File: src/rtl/flash_arbiter.sv
// Round-robin arbiter sharing one asynchronous-read NOR flash port between the
// cartridge read path and the loader path, with a fixed-length timed read per access.
module flash_arbiter #(
  parameter int P_WAIT_CYCLES = 4,
  parameter int P_ADDR_W      = 24
) (
  input  logic                I_CLK,
  input  logic                I_RESET,
  input  logic                I_CART_REQ,
  input  logic [P_ADDR_W-1:0] I_CART_ADDR,
  output logic                O_CART_ACK,
  output logic [15:0]         O_CART_DATA,
  input  logic                I_LOAD_REQ,
  input  logic [P_ADDR_W-1:0] I_LOAD_ADDR,
  output logic                O_LOAD_ACK,
  output logic [15:0]         O_LOAD_DATA,
  output logic [P_ADDR_W-1:0] O_FLASH_ADDR,
  input  logic [15:0]         I_FLASH_DATA,
  output logic                O_FLASH_CE_L,
  output logic                O_FLASH_OE_L,
  output logic                O_ADDR_VALID_L,
  output logic                O_FLASH_WE_L,
  output logic                O_FLASH_CLK,
  output logic                O_BUSY,
  output logic                O_GRANT
);

  localparam logic [7:0] L_LAST = 8'(P_WAIT_CYCLES - 1);

  typedef enum logic [1:0] {
    S_IDLE    = 2'd0,
    S_ACCESS  = 2'd1,
    S_RECOVER = 2'd2
  } state_t;

  state_t              r_state;
  state_t              w_next;
  logic [7:0]          r_cnt;
  logic                r_last_grant;
  logic                r_grant;
  logic                r_busy;
  logic                r_strobe_l;
  logic                r_cart_ack;
  logic                r_load_ack;
  logic [15:0]         r_cart_data;
  logic [15:0]         r_load_data;
  logic [P_ADDR_W-1:0] r_flash_addr;
  logic                w_pick;
  logic                w_start;
  logic                w_done;

  // On a tie the requester that was not served last wins (1 = loader).
  always_comb begin
    w_pick  = 1'b0;
    w_start = 1'b0;
    w_done  = 1'b0;
    w_next  = r_state;
    if (I_CART_REQ && I_LOAD_REQ) begin
      w_pick = ~r_last_grant;
    end else begin
      w_pick = I_LOAD_REQ;
    end
    case (r_state)
      S_IDLE: begin
        if (I_CART_REQ || I_LOAD_REQ) begin
          w_start = 1'b1;
          w_next  = S_ACCESS;
        end else begin
          w_next = S_IDLE;
        end
      end
      S_ACCESS: begin
        if (r_cnt == L_LAST) begin
          w_done = 1'b1;
          w_next = S_RECOVER;
        end else begin
          w_next = S_ACCESS;
        end
      end
      S_RECOVER: w_next = S_IDLE;
      default:   w_next = S_IDLE;
    endcase
  end

  always_ff @(posedge I_CLK or posedge I_RESET) begin
    if (I_RESET) begin
      r_state <= S_IDLE;
    end else begin
      r_state <= w_next;
    end
  end

  // Strobes and busy are registered from the next state so they line up with it.
  always_ff @(posedge I_CLK or posedge I_RESET) begin
    if (I_RESET) begin
      r_cnt        <= 8'd0;
      r_last_grant <= 1'b1;
      r_grant      <= 1'b0;
      r_busy       <= 1'b0;
      r_strobe_l   <= 1'b1;
      r_cart_ack   <= 1'b0;
      r_load_ack   <= 1'b0;
      r_cart_data  <= 16'd0;
      r_load_data  <= 16'd0;
      r_flash_addr <= '0;
    end else begin
      r_cart_ack <= 1'b0;
      r_load_ack <= 1'b0;
      r_strobe_l <= (w_next != S_ACCESS);
      r_busy     <= (w_next != S_IDLE);
      if (w_start) begin
        r_flash_addr <= w_pick ? I_LOAD_ADDR : I_CART_ADDR;
        r_grant      <= w_pick;
        r_last_grant <= w_pick;
        r_cnt        <= 8'd0;
      end else if (r_state == S_ACCESS) begin
        r_cnt <= r_cnt + 8'd1;
      end else begin
        r_cnt <= r_cnt;
      end
      if (w_done) begin
        if (r_grant) begin
          r_load_data <= I_FLASH_DATA;
          r_load_ack  <= 1'b1;
        end else begin
          r_cart_data <= I_FLASH_DATA;
          r_cart_ack  <= 1'b1;
        end
      end
    end
  end

  assign O_CART_ACK     = r_cart_ack;
  assign O_CART_DATA    = r_cart_data;
  assign O_LOAD_ACK     = r_load_ack;
  assign O_LOAD_DATA    = r_load_data;
  assign O_FLASH_ADDR   = r_flash_addr;
  assign O_FLASH_CE_L   = r_strobe_l;
  assign O_FLASH_OE_L   = r_strobe_l;
  assign O_ADDR_VALID_L = r_strobe_l;
  assign O_FLASH_WE_L   = 1'b1;
  assign O_FLASH_CLK    = 1'b1;
  assign O_BUSY         = r_busy;
  assign O_GRANT        = r_grant;

endmodule

File: config.mk
export PLATFORM = sky130hd
export DESIGN_NAME = flash_arbiter
export DESIGN_NICKNAME = d
export VERILOG_FILES = /design/src/rtl/flash_arbiter.sv
export SDC_FILE = /design/constraint.sdc
export NUM_CORES = 1
export LEC_CHECK = 0
export CAP_MARGIN = 20
export CORE_MARGIN = 10
export CORE_UTILIZATION = 33
export DETAILED_ROUTE_END_ITERATION = 7
export HOLD_SLACK_MARGIN = 0.15
export PLACE_DENSITY = 0.63
export SLEW_MARGIN = 30
export SYNTH_ARGS = -nofsm -noshare
export SYNTH_HDL_FRONTEND = slang
export SYNTH_SLANG_ARGS = --single-unit
File: constraint.sdc
create_clock -name I_CLK -period 3.05 [get_ports I_CLK]
set_input_delay 0.7625 -clock I_CLK [delete_from_list [all_inputs] [get_ports I_CLK]]
set_output_delay 0.7625 -clock I_CLK [all_outputs]
set_load 0.02 [all_outputs]
==> impl_metrics.py <==
metrics = {
    "synth": {
        "netlist-cell-type-count": 33,
        "syn_avg_cell_area_um2": 14.81,
        "synth_top_area_share_pct": 54.77,
        "synth_most_common_cell": "mux2_2",
        "synth_edf_count": 0,
        "synthTopCellsByArea": "dfrtp_1 (55%), mux2_2 (25%), mux2_4 (4.7%)",
        "synth_common_cells": "mux2_2 (72), dfrtp_1 (70), mux2_4 (10), nor2_1 (7)",
        "synth_ff_type": "dfrtp_1",
        "yosys.area.top_type": "dfrtp_1",
        "synth_area_um2": 3198,
        "ys_seq_area_share_pct": 56.42,
        "synth-seq-cells": 72,
        "synth_warnings": 0,
        "synthArstFlopShare_pct": 100.0,
        "synthCells": 216,
    },
    "clocking": {
        "worstSkewPairLatency_ns": 0.35,
        "clock-sinks": 72,
        "numCtsBuffers": 9,
        "cts_tree": "yes",
        "cts_max_path_buffers": 2,
        "postCtsHoldBufs": 0,
        "h-tree-depth": 3,
        "post_cts_buffers": 0,
        "path_clk_slew_ns": 0.08,
        "root_buffer": "clkbuf_8",
        "cts_resized": 0,
    },
    "floorplanning": {
        "core_area_um2": 9328,
        "dieArea_um2": 14030,
        "die_h_um": 118.4,
        "initial_core_util_pct": 34.29,
        "die_w_um": 118.4,
        "fp-row-count": 35,
        "floorplan.io_pins": 133,
    },
    "sta": {
        "period_needed_ns": 2.261,
        "finalSetupTns_ns": 0,
        "relSlewSlack_pct": 61.06,
        "setup_viol": 0,
        "finClkSkew_ns": 0.01287,
        "finalHoldViolations": 0,
        "rsz0062_at_grt": "no",
        "fmax_mhz": 442.2,
        "slew_violations": 0,
        "fin_crit_sh_pct": 74.15,
        "worst_pin_slew_ns": 0.5832,
    },
    "critical_path": {
        "arrival_ns": 1.50,
        "crit_path_start_kind": "register",
        "required_ns": 2.29,
        "critPathKind": "reg -> out",
        "slowest_stage": "clkdlybuf4s50_1",
        "rrSetupSlack_ns": 1.03,
        "end_kind": "primary output",
        "crit_family": "buffers and inverters",
        "cp_max_fo": 6,
        "slowest_delay_ns": 0.68,
        "path_cells": "clkdlybuf4s50_1",
        "path_buf_inv": 1,
    },
    "pwr": {
        "seqPwrFrac_pct": 35.7,
        "comb_power_share_pct": 49.1,
        "peakVddDrop_uv": 396.7,
        "sw_frac_of_total_pct": 36.56,
        "powerDensity_nw_per_um2": 982.6,
        "clkPwrFrac_pct": 15.1,
        "p_sw_mw": 1.725,
        "power.internal_mw": 2.993,
        "leakagePower_nw": 1.959,
    },
    "drt": {
        "viasPerCell": 4.594,
        "wl_met3_um": 578,
        "ant_nets": 0,
        "routed_wirelength_um": 8251,
        "wl_per_cell_um": 17.01,
        "wl_met2_um": 4046,
        "drtIter0Drc": 79,
        "top_layer_used": "met4",
        "vias": 2228,
        "drc": 0,
        "dr.pass1.iters": 4,
        "wl_met1_um": 3570,
    },
    "global_route": {
        "grt_pass1_vias": 2401,
        "grt_first_pass_wirelength_um": 13410,
        "antenna_found_initial": 0,
        "grt.total_usage_pct": 11.85,
        "overflow": 0,
        "grt_max_degree": 36,
    },
    "flow_run": {
        "drv_cap": 0,
    },
    "place": {
        "hpwlAfterDp_um": 6282,
        "io_buffers": 130,
        "finalWeightedCongestion": 0.7573,
        "placed_area_um2": 4617,
    },
    "min_path": {
        "min_path_type": "reg -> reg",
    },
    "cells_and_area": {
        "layout-drive-gt1-share_pct": 31.74,
        "multi_input_area_um2": 1285,
        "nFillCells": 855,
        "nets": 420,
        "final_area_um2": 4802,
        "areaGrowthSynthToFinish_pct": 50.16,
        "seq_area_um2": 1804,
        "diodes": 0,
    },
    "status": {
        "status": "finished, final reports clean",
    },
}
==> cells in the final DEF (no fill, tap or decap), drive strengths merged, types with 4 or more instances in the layout <==
cell	Yosys	routed
nand2	6	6
dfrtp	70	70
mux2i	4	4
nor2	7	7
mux2	82	82
nor3	4	4
clkdlybuf4s50	0	130
o21ai	6	6
buf	13	6
clkbuf	0	9
inv	2	7
==> metal layers <==
layer / global-route usage, % / vias to the layer above
li1: - / 1046
met1: 14.29 / 1104
met2: 19.40 / 72
met3: 4.902 / 6
met4: 2.519 / 0
met5: 0 / -
==> sequential cells by signal, summed over array words and instances, names as in the netlist, 2 cells and up <==
name          flops
O_CART_DATA      16
r_cnt             8
O_FLASH_ADDR     24
r_state           2
O_LOAD_DATA      16
==> area by class of cell <==
cell class,count,share of cell area (%)
flip-flops and latches,72,37.57
repair buffers,136,28.30
multi-input cells,130,26.76
well taps,129,3.361
clock buffers,9,2.579
clock inverters,7,1.277
inverters,2,0.1563
==> stage by stage <==
step / util [%] / std cells / total power, mW / hold WS (ns) / setup slack [ns]
6_report: 51.48 / 485 / 4.718 / 0.4944 / 0.7885
5_1_grt: 51.48 / 485 / 5.025 / 0.5241 / 0.7215
4_1_cts: 51.48 / 485 / 4.818 / 0.5011 / 0.7448
3_5_place_dp: 49.50 / 469 / 4.074 / 0.4910 / 0.5180
3_3_place_gp: 49.50 / 469 / 4.036 / 0.4861 / 0.5196
2_1_floorplan: - / 217 / 2.974 / 0.4639 / 0.4659
==> worst paths after layout <==
kind                            cells past startpoint                            to            startpoint
worst max-delay path                                1                       O_GRANT   O_GRANT$_DFFE_PP0N_
worst min-delay path                                1          r_cnt[7]$_DFFE_PP0P_  r_cnt[7]$_DFFE_PP0P_
worst max register to register                      5   O_CART_DATA[11]$_DFFE_PP0P_  r_cnt[0]$_DFFE_PP0P_
worst min register to register                      1          r_cnt[7]$_DFFE_PP0P_  r_cnt[7]$_DFFE_PP0P_
max in group asynchronous                           3   O_FLASH_ADDR[4]$_DFFE_PP0N_               I_RESET
min in group asynchronous                           2  O_FLASH_ADDR[13]$_DFFE_PP0N_               I_RESET
==> power by group through the flow <==
stage | registers [mW] | clock network, mW | logic [mW]
after floorplan | 2.16 | 0 | 0.815
after CTS | 1.69 | 0.754 | 2.37
final | 1.69 | 0.715 | 2.32
after global placement | 1.69 | 0 | 2.34
after detailed placement | 1.71 | 0 | 2.37
after global routing | 1.75 | 0.801 | 2.47
==> kinds of logic after synthesis <==
kind of cell	Yosys count	share of synthesized area (%)
muxes	86	31.30
DFF	72	56.42
and+or+nand+nor	28	5.595
buffers and inverters	15	3.599
AOI/OAI and AO/OA	13	2.582
adders and majority gates	1	0.3912
other	1	0.1173
No activity file was read; power rests on OpenSTA's default activity.
